===== config.mk =====
export PLATFORM = sky130hd
export DESIGN_NAME = pe_vec_loader_flat
export DESIGN_NICKNAME = d
export VERILOG_FILES = /design/src/rtl/pe_pkg.sv /design/src/rtl/pe_vec_loader_if.sv /design/src/rtl/pe_demux.sv /design/src/rtl/pe_vec_loader.sv /design/src/flat_wrapper.sv
export SDC_FILE = /design/constraint.sdc
export NUM_CORES = 1
export LEC_CHECK = 0
export ABC_AREA = 1
export BUFFER_PORTS_ARGS = -buffer_cell sky130_fd_sc_hd__buf_4
export CORE_UTILIZATION = 45
export DETAILED_ROUTE_END_ITERATION = 10
export GPL_TIMING_DRIVEN = 0
export PLACE_DENSITY_LB_ADDON = 0.25
export SYNTH_ARGS = -nofsm -noshare
export SYNTH_HDL_FRONTEND = slang
export SYNTH_SLANG_ARGS = --single-unit

===== constraint.sdc =====
create_clock -name clk -period 2.45 [get_ports clk]
set_clock_uncertainty 0.2 [all_clocks]
set_input_delay 0.245 -clock clk [delete_from_list [all_inputs] [get_ports clk]]
set_output_delay 0.245 -clock clk [all_outputs]
set_load 0.03 [all_outputs]

===== src/rtl/pe_pkg.sv =====
// Shared types and helpers for the PE operand-loading path.
package pe_pkg;

    typedef enum logic {FILL, HOLD} loader_state_t;

    function automatic int slot_lsb(input int i, input int width);
        return i * width;
    endfunction

endpackage


===== src/rtl/pe_vec_loader_if.sv =====
// Word stream in, assembled vector out; slave is the loader side.
interface pe_vec_loader_if #(
    parameter int DATA_WIDTH = 8,
    parameter int DATA_DEPTH = 33
);
    localparam int CNT_WIDTH = $clog2(DATA_DEPTH + 1);

    logic                             in_valid;
    logic                             in_ready;
    logic [DATA_WIDTH-1:0]            in_data;
    logic                             in_last;
    logic                             vec_valid;
    logic                             vec_ready;
    logic [DATA_DEPTH*DATA_WIDTH-1:0] vec_data;
    logic [CNT_WIDTH-1:0]             vec_count;

    modport master (
        output in_valid, in_data, in_last, vec_ready,
        input  in_ready, vec_valid, vec_data, vec_count
    );

    modport slave (
        input  in_valid, in_data, in_last, vec_ready,
        output in_ready, vec_valid, vec_data, vec_count
    );

endinterface


===== src/rtl/pe_demux.sv =====
// 1-to-N word demux: the selected slot carries data_in when enabled, all others zero.
module pe_demux
    import pe_pkg::*;
#(
    parameter int DATA_WIDTH = 8,
    parameter int NUM_SLOTS  = 33,
    parameter int SEL_WIDTH  = $clog2(NUM_SLOTS)
) (
    input  logic [DATA_WIDTH-1:0]           data_in,
    input  logic [SEL_WIDTH-1:0]            sel,
    input  logic                            en,
    output logic [NUM_SLOTS*DATA_WIDTH-1:0] data_out
);

    always_comb begin
        data_out = '0;
        for (int i = 0; i < NUM_SLOTS; i++) begin
            if (en && (sel == SEL_WIDTH'(i)))
                data_out[slot_lsb(i, DATA_WIDTH) +: DATA_WIDTH] = data_in;
        end
    end

endmodule


===== src/rtl/pe_vec_loader.sv =====
// Serial-to-parallel operand loader: fills a register bank word by word, then
// holds the flat vector until the PE datapath takes it.
module pe_vec_loader
    import pe_pkg::*;
#(
    parameter int DATA_WIDTH = 8,
    parameter int DATA_DEPTH = 33,
    parameter int SEL_WIDTH  = $clog2(DATA_DEPTH),
    parameter int CNT_WIDTH  = $clog2(DATA_DEPTH + 1)
) (
    input  logic            clk,
    input  logic            rst_n,
    input  logic            clear,
    pe_vec_loader_if.slave  bus
);

    localparam logic [SEL_WIDTH-1:0] LAST_IDX = SEL_WIDTH'(DATA_DEPTH - 1);

    loader_state_t                    state;
    loader_state_t                    state_nxt;
    logic [SEL_WIDTH-1:0]             wr_idx;
    logic [CNT_WIDTH-1:0]             vec_count;
    logic [DATA_DEPTH*DATA_WIDTH-1:0] bank;
    logic [DATA_DEPTH*DATA_WIDTH-1:0] wr_data;
    logic [DATA_DEPTH-1:0]            wr_en;
    logic                             in_rdy;
    logic                             vec_vld;
    logic                             in_hs;
    logic                             last_word;

    assign in_hs     = bus.in_valid & in_rdy;
    assign last_word = (wr_idx == LAST_IDX) || bus.in_last;

    pe_demux #(
        .DATA_WIDTH (DATA_WIDTH),
        .NUM_SLOTS  (DATA_DEPTH),
        .SEL_WIDTH  (SEL_WIDTH)
    ) u_demux (
        .data_in  (bus.in_data),
        .sel      (wr_idx),
        .en       (in_hs),
        .data_out (wr_data)
    );

    for (genvar i = 0; i < DATA_DEPTH; i++) begin : g_wr_en
        assign wr_en[i] = in_hs && (wr_idx == SEL_WIDTH'(i));
    end

    always_ff @(posedge clk or negedge rst_n) begin
        if (!rst_n) state <= FILL;
        else        state <= state_nxt;
    end

    // Handshake outputs decode from state alone, so no input reaches them combinationally.
    always_comb begin
        state_nxt = state;
        in_rdy    = 1'b0;
        vec_vld   = 1'b0;
        case (state)
            FILL: begin
                in_rdy = 1'b1;
                if (bus.in_valid && last_word) state_nxt = HOLD;
            end
            HOLD: begin
                vec_vld = 1'b1;
                if (bus.vec_ready) state_nxt = FILL;
            end
            default: state_nxt = FILL;
        endcase
        if (clear) state_nxt = FILL;
    end

    // Bank is zeroed on every vector exit so slots past a short vector read as zero.
    always_ff @(posedge clk or negedge rst_n) begin
        if (!rst_n) begin
            wr_idx    <= '0;
            vec_count <= '0;
            bank      <= '0;
        end else if (clear) begin
            wr_idx    <= '0;
            vec_count <= '0;
            bank      <= '0;
        end else if (in_hs) begin
            for (int i = 0; i < DATA_DEPTH; i++) begin
                if (wr_en[i])
                    bank[slot_lsb(i, DATA_WIDTH) +: DATA_WIDTH] <=
                        wr_data[slot_lsb(i, DATA_WIDTH) +: DATA_WIDTH];
            end
            if (last_word) begin
                vec_count <= CNT_WIDTH'(wr_idx) + CNT_WIDTH'(1);
                wr_idx    <= '0;
            end else begin
                wr_idx    <= wr_idx + SEL_WIDTH'(1);
            end
        end else if (vec_vld && bus.vec_ready) begin
            vec_count <= '0;
            bank      <= '0;
        end
    end

    if (DATA_DEPTH < (1 << SEL_WIDTH)) begin : g_idx_chk
        a_wr_idx_range: assert property (@(posedge clk) disable iff (!rst_n) wr_idx <= LAST_IDX);
    end

    assign bus.in_ready  = in_rdy;
    assign bus.vec_valid = vec_vld;
    assign bus.vec_data  = bank;
    assign bus.vec_count = vec_count;

endmodule


===== src/flat_wrapper.sv =====
// flat-port wrapper written by rule: the top's interface ports become plain ports
module pe_vec_loader_flat import pe_pkg::*;
#(
    parameter int DATA_WIDTH = 8,
    parameter int DATA_DEPTH = 33,
    parameter int SEL_WIDTH  = $clog2(DATA_DEPTH),
    parameter int CNT_WIDTH  = $clog2(DATA_DEPTH + 1)
)
  (clk, rst_n, clear, bus_in_valid, bus_in_data, bus_in_last, bus_vec_ready, bus_in_ready, bus_vec_valid, bus_vec_data, bus_vec_count);
  pe_vec_loader_if #(.DATA_WIDTH(DATA_WIDTH), .DATA_DEPTH(DATA_DEPTH)) bus_i ();
  input  logic clk;
  input  logic rst_n;
  input  logic clear;
  input wire logic [$bits(bus_i.in_valid)-1:0] bus_in_valid;
  input wire logic [$bits(bus_i.in_data)-1:0] bus_in_data;
  input wire logic [$bits(bus_i.in_last)-1:0] bus_in_last;
  input wire logic [$bits(bus_i.vec_ready)-1:0] bus_vec_ready;
  output wire logic [$bits(bus_i.in_ready)-1:0] bus_in_ready;
  output wire logic [$bits(bus_i.vec_valid)-1:0] bus_vec_valid;
  output wire logic [$bits(bus_i.vec_data)-1:0] bus_vec_data;
  output wire logic [$bits(bus_i.vec_count)-1:0] bus_vec_count;
  assign bus_i.in_valid = bus_in_valid;
  assign bus_i.in_data = bus_in_data;
  assign bus_i.in_last = bus_in_last;
  assign bus_i.vec_ready = bus_vec_ready;
  assign bus_in_ready = bus_i.in_ready;
  assign bus_vec_valid = bus_i.vec_valid;
  assign bus_vec_data = bus_i.vec_data;
  assign bus_vec_count = bus_i.vec_count;
  pe_vec_loader #(.DATA_WIDTH(DATA_WIDTH), .DATA_DEPTH(DATA_DEPTH), .SEL_WIDTH(SEL_WIDTH), .CNT_WIDTH(CNT_WIDTH)) u_core (.clk(clk), .rst_n(rst_n), .clear(clear), .bus(bus_i));
endmodule

==> results by stage, run 1 <==
Worst setup path:
- Setup slack on the worst reg-to-reg path comes out at 0.24 ns.
- STA classifies the critical path endpoint as a flip-flop.
- Of all nets on the critical path, the largest fanout is 10.
- The launch point of the worst reg-to-reg path is u_core.state.
- The worst stage delay on the critical path is 0.61 ns.
- The cell family contributing the most delay on the critical path is buffers and inverters.
- For the worst flop-to-flop path, the logic depth is 6.
- STA classifies the critical path startpoint as a flip-flop.
- The buffers plus inverters on the worst setup path is 2.
- STA puts the critical path data arrival time at 2.38 ns.
- The signal on the critical path passes through inv_2 -> nand2_4 -> nor2_2 -> nand2_1 -> clkbuf_1 -> o21ai_0.
- The end of the worst register-to-register path is u_core.bus.vec_data[263].
- The worst endpoint required time is 2.63 ns.
- By startpoint and endpoint, the worst setup path is classified as flip-flop to flip-flop.
- The critical path's slowest cell is clkbuf_1.

Drt:
- The count of nets left with antenna violations once routing finished came out at 0.
- The via-per-instance ratio is 5.25.
- The routed wire length is 34200 microns.
- For this run, design rule violations remaining after detail routing come to 0.
- The detailed-route via count is 9637.
- The average wire per standard cell is 18.6 microns.
- The length of the first detailed-routing pass in iterations is 6.
- The number of design-rule violations left by the first detailed-router iteration is 664.

Cells and area:
- For this run, the share of the core covered by cells in the final layout is 0.611.
- The share of layout cells above drive strength 1 is 0.297.
- The diode insertion count for antenna repair is 0.
- The net count of the finished layout is 1510.
- Counting the fill cells in the layout gives 2108.
- The area growth from synthesis to layout is 31.9%.
- The post-layout instance area is 0.0150 sq mm.

Clock network:
- The number of H-tree branching levels is 1.
- In this run, CTS created clock tree buffers numbering 28.
- TritonCTS built the clock tree.
- The register clock-pin slew on the reported worst setup and hold paths is 0.06 ns.
- The clock passes through at most 3 buffers.
- The clock net in this run drives a total of 277 sinks.
- The clock reaches the later pin of the worst-skew pair after 0.53 ns.
- The cell sitting at the root of the clock tree is a clkbuf_16.

Synthesis:
- The combined area of all synthesized cells is 0.0114 sq mm.
- The share of synthesized registers carrying an async set or reset is 1.00.
- The count of flip-flops with a built-in enable after synthesis is 0.
- During synthesis, Yosys emitted a total of 0 warnings.
- The number of nets in the synthesized netlist is 1179.
- The cell count after synthesis is 1161.
- The share of synthesized area occupied by flip-flops and latches is 0.609.
- Counting distinct cell types in the post-synthesis netlist gives 28.
- The post-synthesis average cell area is 9.80 sq um.
- In the post-synthesis netlist, the biggest area contributors are dfrtp_1, nand2_1, nand4_1.
- After synthesis the netlist holds a flip-flop and latch count of 277.
- The fraction of synthesized cell area taken by the top area cell type is 0.609.
- Of all cell types, the one taking the most synthesized area is dfrtp_1.
- The most used flip-flop cell after synthesis is dfrtp_1.

STA:
- The clock period could shrink to 2.21 ns.
- The final period utilization is 0.901.
- The number of hold violations in the final report is 0.
- The worst slew margin relative to its limit is 0.446.
- The final-report setup violation count is 0.
- Setup repair after global routing left no endpoint under its margin.
- The number of max-slew violations in the final report is 0.
- Based on the critical path, the design can be clocked at up to 453 MHz.
- For the pin with the worst max-slew slack, the measured transition is 0.830 ns.

Placed design:
- In this run the cell area measured after placement is 0.0140 sq mm.
- The half-perimeter wire length of the detailed placement result is 23900 microns.
- The placer congestion estimate is 0.827.
- The count of input and output buffers is 285.

Floorplan:
- Row generation in the floorplan step produced 57 rows.
- The initial utilization of the core area, before any placement, comes to 0.464.
- The die width is 161 microns.
- The number of placed I/O pins is 286.
- The core area is 0.0245 sq mm.
- The die covers 0.0259 sq mm.
- The vertical extent of the die is 161 microns.

Power and ir drop:
- The worst-case IR drop observed on VDD is 0.590 mV.
- Summing internal, switching and leakage power gives 0.0107 W.
- The leakage power is 7.90 nW.
- The total power divided by cell area is 714 mW/mm^2.

Global routing:
- The number of antenna violations at the first check in global routing was 0.
- The sum of overflow across all layers after global routing is 0.
- Entering global routing, the biggest net connects 113 pins.
- The global routing usage summed across all routing layers is 0.263.
- The number of global-route vias before repair is 9441.
- The first global-routing pass estimated 53600 microns of wire.

Min path:
- The class of the tightest hold or removal check is primary input to asynchronous set/reset pin.

Run:
- The max-capacitance violation count is 0.

Status:
- The run finished with clean final reports.
[cells by family after synthesis]
family	synth area share
AND/OR/NAND/NOR	0.235
flip-flops	0.609
AO/OA/AOI/OAI	0.0935
buffers and inverters	0.0573
adder cells (fa/ha/maj)	0.00440
[cell type report]
| type | instances | area [sq um] | share of cell area |
|---|---|---|---|
| multi-input cells | 796 | 3790 | 0.253 |
| clock inverters | 5 | 50.0 | 0.00334 |
| inverters | 16 | 62.6 | 0.00417 |
| plain buffers | 72 | 589 | 0.0393 |
| clock buffers | 45 | 826 | 0.0551 |
| repair buffers | 301 | 2340 | 0.156 |
| well taps | 324 | 405 | 0.0270 |
| flip-flops and latches | 277 | 6930 | 0.462 |
[stage by stage]
step / setup WS, ns / TNS (ns) / instances / hold WS, ns
6_report: 0.244 / 0 / 1836 / 0.0176
5_1_grt: 0.0615 / 0 / 1836 / 0.0504
3_5_place_dp: 0.213 / 0 / 1772 / -0.00469
4_1_cts: 0.210 / 0 / 1836 / 0.0257
2_1_floorplan: 0.482 / 0 / 1161 / -0.251
3_3_place_gp: -1.44 / -387.68 / 1770 / 0.243
[routing by layer]
metal  vias up  GRT usage  routed length, microns
met5         -          0                       0
met4         0     0.0931                    1070
met3        63     0.0578                    2360
met2       333      0.419                   16200
met1      4663      0.356                   14500
li1       4578          -                       -
[cells in the mapped netlist, types with 6 or more instances]
| master | number |
|---|---|
| buf_4 | 8 |
| o21ai_2 | 19 |
| nand2_1 | 430 |
| nor2_1 | 6 |
| dfrtp_1 | 277 |
| nand2_2 | 18 |
| buf_1 | 8 |
| o21ai_1 | 46 |
| nand4_1 | 112 |
| nand3_1 | 16 |
| inv_1 | 12 |
| nor2_2 | 17 |
| buf_2 | 15 |
| buf_6 | 31 |
| o21ai_0 | 116 |
[state kept, by name (all words and copies together), names as in the netlist]
register              flops
u_core.wr_idx             6
u_core.state              1
u_core.bus.vec_count      6
u_core.bus.vec_data     264
[how the worst max path moves through the flow]
stage,startpoint,to,slack [ns],depth (start not counted)
floorplan,u_core.state,u_core.bus.vec_data[167],0.48,11
global placement,rst_n,u_core.bus.vec_data[14],-1.44,1
detailed placement,u_core.state,u_core.bus.vec_data[237],0.21,7
CTS,u_core.state,u_core.bus.vec_data[263],0.21,6
global route,u_core.state,u_core.bus.vec_data[102],0.06,7
finish,u_core.state,u_core.bus.vec_data[263],0.24,6
[timing repair]
| item | CTS | global route |
|---|---|---|
| setup buffers | 0 | 0 |
| endpoints found under the hold margin | 318 | 0 |
| resized for setup | 0 | 0 |
| hold buffers | 14 | 0 |
[placed cells by master, fill, tap and decap left out, types with 2 or more instances in the layout]
master,netlist,layout
o21ai_1,46,46
buf_2,15,15
buf_6,31,31
inv_1,12,12
nand2_1,430,430
o21ai_4,3,3
nand4_1,112,112
nand2_2,18,18
clkbuf_2,4,4
o22ai_1,4,4
dfrtp_1,277,277
buf_12,2,2
buf_16,0,2
nor2_1,6,6
clkbuf_8,0,4
nand3_1,16,16
buf_1,8,8
clkinv_2,0,4
clkbuf_1,4,16
ha_1,4,4
dlygate4sd3_1,0,14
clkbuf_16,0,29
nor2_2,17,17
buf_4,8,292
o21ai_2,19,19
inv_2,3,3
o21ai_0,116,116
[report_power, final]
part           switching [W]  internal (W)  total [W]  leakage, nW
sequential          0.000121       0.00477    0.00489         3.80
clock                0.00171       0.00239    0.00411        0.430
combinational        0.00118      0.000534    0.00171         3.67
(Power assumes the default switching activity.)
==> run 2: changes to the inputs <==
Settings changed: RECOVER_POWER from default to 100.
==> run 2 against run 1 <==
- register-to-register slack got worse by 0.06 ns
- combinational power is 12% lower
- critical endpoint is now u_core.bus.vec_data[175]
- wire length down 0.28%
- final cell count is the same
- sequential power hardly changed
- setup slack worse by 0.064 ns
- flip-flop and latch count did not move
- maximum frequency shrank 2.8%
- core utilization fell by 4.7 points
- count of clock-buffer cells in the layout did not move
==> results by stage, run 2 (synthesized netlist as in run 1, its figures left out) <==
Cells and area:
- The count of filler cells inserted in the layout is 2367 (+12%).
- Leaving out fill and tap cells, the most frequent cell in the layout is nand2_1.
- The total number of nets in the final design is 1510 (unchanged).
- The share of layout cells above drive strength 1 is 0.0979 (-0.199).
- In the layout the commonest cells are nand2_1, clkbuf_1, dfrtp_1.
- The number of flip-flops in the largest register is 264 (unchanged).
- The sequential standard cell area is 0.00693 sq mm (unchanged).
- The diode insertion count for antenna repair came to 0 (unchanged).
- The non-filler instance count after layout is 1836 (unchanged).
- The area taken by multi-input logic gates came to 0.00373 sq mm (-1.6%).
- The relative area change from synthesis to final layout is 21.7%.

Clock network:
- The clock root buffer is clkbuf_16.
- The number of buffers created by CTS is 28 (unchanged).
- The TritonCTS clock tree is yes.
- The clock sink count is 277 (unchanged).
- The clock latency on the worst-skew pair is 0.54 ns (about the same).
- The number of buffers on the longest clock path is 3 (unchanged).
- The number of H-tree branching levels was 1 (unchanged).
- The post-cts resize count is 0 (unchanged).
- The register clock-pin slew on the reported worst setup and hold paths is 0.06 ns (about the same).

STA:
- The clock period minus worst slack is 2.27 ns (+0.0635 ns).
- The final hold slack is 0.254 ns (+0.236 ns).
- The number of hold violations in the final report is 0 (unchanged).
- The final-report setup violation count is 0 (unchanged).
- The worst slew margin relative to its limit is 0.0281 (-0.418).
- Setup repair after global routing left no endpoint under its margin.
- The final period utilization is 0.926 (+0.0259).
- The achievable frequency is 441 MHz (-2.8%).
- The number of max-slew violations in the final report is 0 (unchanged).
- The transition time at the pin with the least slew margin was 1.46 ns (+0.627 ns).

Power and ir drop:
- The peak ir drop on the vdd network is 0.580 mV (-1.8%).
- The leakage power is 6.69 nW (-15%).
- The total power divided by cell area was 758 mW/mm^2 (+6.2%).

Run:
- The max-capacitance violation count is 0 (unchanged).

Drt:
- The detailed-route via count is 9736 (+1.0%).
- The number of design-rule violations left by the first detailed-router iteration came to 641 (-3.5%).
- The length of the first detailed-routing pass in iterations was 5 (-1).
- The via-per-instance ratio was 5.30 (+1.0%).
- The total met3 wirelength after detailed routing is 2590 microns (+9.4%).
- The highest routed metal layer is met4.
- The detailed-route wire length on metal 1 came to 14300 microns (-1.5%).
- The final routed DRC violation total is 0 (unchanged).
- The average wire per standard cell is 18.6 microns (-0.28%).
- The routed wire length on met2 is 16100 microns (-0.66%).
- The routed wire length is 34100 microns (-0.28%).
- The post-route antenna net violation count was 0 (unchanged).

Floorplan:
- The row count came to 57 (unchanged).
- The vertical extent of the die is 161 microns (unchanged).
- The total die area is 0.0259 sq mm (unchanged).
- The core area is 0.0245 sq mm (unchanged).
- The effective utilization at floorplan is 0.464 (unchanged).
- The die width is 161 microns (unchanged).
- The number of placed I/O pins came to 286 (unchanged).

Worst setup path:
- STA classifies the critical path endpoint as a flip-flop.
- The arrival time of the worst setup path is 2.50 ns (+0.12 ns).
- The critical path is of the flip-flop to flip-flop type.
- The worst endpoint required time was 2.68 ns (+0.05 ns).
- The critical-path maximum fanout is 9 (-1).
- The startpoint class of the critical path is a flip-flop.

Placed design:
- The count of input and output buffers is 285 (unchanged).
- The count of placed standard cells including taps is 1772 (unchanged).
- The half-perimeter wire length of the detailed placement result was 23900 microns (unchanged).
- The placer congestion estimate is 0.827 (unchanged).

Global routing:
- The maximum number of pins on one net before global-route repair is 113 (unchanged).
- The wire length of the first global-routing pass is 53600 microns (unchanged).
- The global routing usage summed across all routing layers is 0.263 (unchanged).
- The number of antenna violations at the first check in global routing is 0 (unchanged).
- The number of global-route vias before repair is 9441 (unchanged).
- The sum of overflow across all layers after global routing was 0 (unchanged).

Status:
- The run finished with clean final reports.

Min path:
- The class of the tightest hold or removal check is primary input to flip-flop.
==> run 2: changes by cell type in the layout (fill, tap and decap cells not counted), sizes merged <==
cell	change
buf	-289
clkbuf	+289
==> run 2: final timing paths <==
path | slack, ns | startpoint | depth (start not counted) | to
max in group asynchronous | 0.37 | rst_n | 3 | u_core.bus.vec_data[188]
worst max-delay path | 0.18 | u_core.wr_idx[1] | 7 | u_core.bus.vec_data[175]
worst min-delay path | 0.25 | bus_vec_ready | 3 | u_core.state
min in group asynchronous | 0.40 | rst_n | 2 | u_core.bus.vec_data[174]
worst min register to register | 0.27 | u_core.bus.vec_data[172] | 2 | u_core.bus.vec_data[172]
worst max register to register | 0.18 | u_core.wr_idx[1] | 7 | u_core.bus.vec_data[175]
==> run 2: timing repair <==
item	in CTS	in global routing
hold endpoints to repair	318	0
buffers inserted	0	0
hold buffers	14	0
==> run 2: power by group <==
part | total (W) | leakage [nW] | switching [W] | internal [W]
sequential | 0.00488 | 3.80 | 0.000116 | 0.00477
combinational | 0.00150 | 2.46 | 0.00116 | 0.000343
clock | 0.00411 | 0.430 | 0.00171 | 0.00239
==> run 2: metal layers <==
metal / global-route usage / vias up
met3: 0.0578 / 65
met4: 0.0931 / 0
met5: 0 / -
met1: 0.356 / 4707
li1: - / 4577
met2: 0.419 / 387
==> run 2: through the flow <==
step	utilization	power, W	TNS (ns)	area (sq um)	setup WS, ns
after floorplan	-	0.00594	0	11400	0.482
after global placement	0.567	0.00662	-387.68	13900	-1.44
after detailed placement	0.570	0.00666	0	14000	0.213
after CTS	0.611	0.0108	0	15000	0.210
after global routing	0.564	0.0109	0	13800	0.0377
final	0.564	0.0105	0	13800	0.180
==> run 2: worst max-delay path, cell delays in order (launching register included) <==
cell and delay [ns]:
dfrtp_1 0.43, inv_1 0.12, ha_1 0.31, nand2_1 0.13
nor2_1 0.56, o21ai_2 0.25, nand2_1 0.13, nand2_1 0.05
==> run 2: area by class of cell <==
cell class,instances,area share
repair buffers,301,0.0942
inverters,16,0.00452
plain buffers,72,0.0384
well taps,324,0.0293
clock inverters,5,0.00362
flip-flops and latches,277,0.501
multi-input cells,796,0.270
clock buffers,45,0.0597
==> run 3: changes to the inputs <==
Settings changed: CORE_UTILIZATION 45 to 30, PLACE_DENSITY_LB_ADDON 0.25 to default, RECOVER_POWER 100 to default.
==> run 3 against run 2 <==
- global-route usage down 6.8 points
- count of clock-buffer cells in the layout down 1
- setup slack better by 0.010 ns
- flip-flop and latch count did not move
- maximum frequency up 0.45%
- first-iteration DRC count down 12%
- register-to-register slack about the same
- hold slack lost 0.22 ns
- critical endpoint is now u_core.bus.vec_data[244]
- largest power group unchanged
- highest routed layer unchanged
==> results by stage, run 3 (synthesized netlist as in run 1, its figures left out) <==
Floorplan:
- The total die area is 0.0387 sq mm (+49%).
- The die width is 197 microns (+22%).
- The core area is 0.0370 sq mm (+51%).
- The effective utilization at floorplan is 0.308 (-0.156).
- The vertical extent of the die came to 197 microns (+22%).
- The row count is 70 (+23%).
- The number of placed I/O pins came to 286 (unchanged).

Drt:
- The length of the first detailed-routing pass in iterations came to 5 (unchanged).
- The via-per-instance ratio is 4.78 (-9.9%).
- The average wire per standard cell is 18.9 microns (+2.1%).
- The routed wire length is 38300 microns (+12%).
- The post-route antenna net violation count was 0 (unchanged).
- The number of design-rule violations left by the first detailed-router iteration was 561 (-12%).
- The final routed DRC violation total is 0 (unchanged).
- The detailed-route via count is 9654 (-0.84%).

STA:
- The achievable frequency is 443 MHz (+0.45%).
- The final-report setup violation count is 0 (unchanged).
- The number of hold violations in the final report is 0 (unchanged).
- The number of max-slew violations in the final report is 0 (unchanged).
- The summed negative setup slack over all endpoints came to 0 ns (unchanged).
- The worst slew margin relative to its limit was 0.434 (+0.406).
- The final period utilization is 0.922 (-0.00415).
- The final hold slack was 0.0301 ns (-0.223 ns).
- Setup repair after global routing left no endpoint under its margin.
- The transition time at the pin with the least slew margin is 0.849 ns (-0.609 ns).
- The clock period minus worst slack is 2.26 ns (-0.0102 ns).

Worst setup path:
- The critical path ends at u_core.bus.vec_data[244].
- The critical-path maximum fanout is 10 (+1).
- The buffers plus inverters on the worst setup path was 3 (+2).
- The register-to-register setup slack came to 0.19 ns (about the same).
- Tracing the worst setup path back leads to its startpoint at u_core.state.
- The count of cells along the worst register-to-register path is 7 (unchanged).
- The end of the worst register-to-register path is u_core.bus.vec_data[244].
- The startpoint class of the critical path is a flip-flop.
- The worst stage delay on the critical path is 0.40 ns (-0.16 ns).
- The signal on the critical path passes through inv_2 -> nand2_4 -> nor2_2 -> buf_6 -> nand2_1 -> clkbuf_2 -> o21ai_0.
- The worst endpoint required time is 2.72 ns (+0.04 ns).
- The critical path's slowest cell is dfrtp_1.
- Among cell families on the critical path, the largest total delay comes from buffers and inverters.
- The kind of end point of the critical path is a flip-flop.
- The worst setup path is of the flip-flop to flip-flop kind.
- The number of gates on the worst path with buffers counted is 7 (unchanged).
- The launch point of the worst reg-to-reg path is u_core.state.
- The arrival time of the worst setup path is 2.53 ns (+0.03 ns).

Global routing:
- The sum of overflow across all layers after global routing is 0 (unchanged).
- The maximum number of pins on one net before global-route repair is 112 (-0.88%).
- The number of global-route vias before repair is 9518 (+0.82%).
- The wire length of the first global-routing pass is 58200 microns (+8.6%).
- The number of antenna violations at the first check in global routing is 0 (unchanged).
- The global routing usage summed across all routing layers is 0.195 (-0.0676).

Placed design:
- The placer congestion estimate is 0.812 (-1.8%).
- The count of input and output buffers is 285 (unchanged).
- The count of placed standard cells including taps is 1952 (+10%).
- The half-perimeter wire length of the detailed placement result is 27100 microns (+14%).
- The placement-stage cell area came to 0.0142 sq mm (+1.6%).

Clock network:
- The register clock-pin slew on the reported worst setup and hold paths is 0.06 ns (about the same).
- The clock sink count is 277 (unchanged).
- TritonCTS built the clock tree.
- The number of H-tree branching levels is 1 (unchanged).
- The number of buffers on the longest clock path was 3 (unchanged).
- The number of buffers created by CTS came to 31 (+11%).
- The clock latency on the worst-skew pair is 0.56 ns (+0.02 ns).
- In this run the clock root is driven by a clkbuf_16.

Cells and area:
- The share of layout cells above drive strength 1 is 0.303 (+0.205).
- The diode insertion count for antenna repair is 0 (unchanged).
- The non-filler instance count after layout is 2020 (+10%).
- The relative area change from synthesis to final layout is 35.0%.
- In the layout the commonest cells are nand2_1, buf_4, dfrtp_1.
- The number of flip-flops in the largest register is 264 (unchanged).
- The total number of nets in the final design is 1512 (+0.13%).
- The count of filler cells inserted in the layout is 3695 (+56%).
- The library cell used most frequently in the layout, excluding fill and tap cells, is nand2_1.
- The post-layout instance area is 0.0154 sq mm (+11%).

Power and ir drop:
- The leakage power is 7.96 nW (+19%).
- The total power divided by cell area is 738 mW/mm^2 (-2.7%).
- The combinational cell fraction of total power came to 0.153 (+0.010).
- The internal power contribution is 0.00812 W (+8.2%).
- The net switching power figure is 0.00321 W (+7.5%).
- The peak ir drop on the vdd network is 0.539 mV (-7.1%).
- The part of the total power dissipated in sequential elements came to 0.432 (-0.034).
- The switching power share of the total is 0.283 (-0.00145).
- The power share of the clock group is 0.415 (+0.024).

Status:
- The flow ran to the end, and the final reports show no timing, DRC or antenna violations.

Min path:
- The path class of the tightest hold or removal check is primary input to asynchronous set/reset pin.

Run:
- The max-capacitance violation count is 0 (unchanged).
==> run 3: cell count changes in the layout (fill, tap and decap cells not counted), sizes merged <==
cell	change
dlygate4sd3	-1
clkbuf	-290
bufinv	+3
buf	+289
clkinvlp	+3
==> run 3: per-stage QoR <==
stage | setup slack, ns | util | power, W
3_5_place_dp | 0.00553 | 0.384 | 0.00670
2_1_floorplan | 0.482 | - | 0.00594
6_report | 0.190 | 0.416 | 0.0113
3_3_place_gp | -1.50 | 0.383 | 0.00667
4_1_cts | 0.00249 | 0.415 | 0.0115
5_1_grt | 0.0515 | 0.416 | 0.0118
==> run 3: what timing repair did <==
action | 4_1_cts | 5_1_grt
buffers inserted | 0 | 0
hold buffers | 13 | 0
gates resized for setup | 0 | 6
hold endpoints to repair | 318 | 0
endpoints found under the setup margin | 0 | 22
==> run 3: layout make-up <==
cell class,instances,area [sq um],share of cell area
buffer,72,593,0.0386
clock buffer,44,855,0.0556
clock inverter,11,163,0.0106
inverter,16,62.6,0.00407
multi-input combinational,796,3790,0.247
sequential,277,6930,0.451
tap,504,631,0.0411
timing repair buffer,300,2330,0.152
==> run 3: power by group through the flow <==
stage	clock network, W	registers [W]	logic, W
final	0.00471	0.00489	0.00173
after global routing	0.00498	0.00491	0.00186
after CTS	0.00481	0.00489	0.00175
after detailed placement	0	0.00497	0.00173
after global placement	0	0.00496	0.00171
after floorplan	0	0.00532	0.000619
==> run 3: how the worst min path moves through the flow <==
stage	start	end
3_3_place_gp	bus_vec_ready	u_core.state
2_1_floorplan	rst_n	u_core.bus.vec_count[0]
4_1_cts	rst_n	u_core.bus.vec_data[181]
6_report	rst_n	u_core.bus.vec_data[163]
5_1_grt	rst_n	u_core.bus.vec_data[173]
3_5_place_dp	rst_n	u_core.bus.vec_data[174]
==> run 3: routing by layer <==
metal / share of wire / up-vias / GRT usage
met5: 0 / - / 0
met4: 0.023 / 0 / 0.0540
met3: 0.071 / 64 / 0.0512
met2: 0.47 / 303 / 0.314
met1: 0.44 / 4714 / 0.259
li1: - / 4573 / -
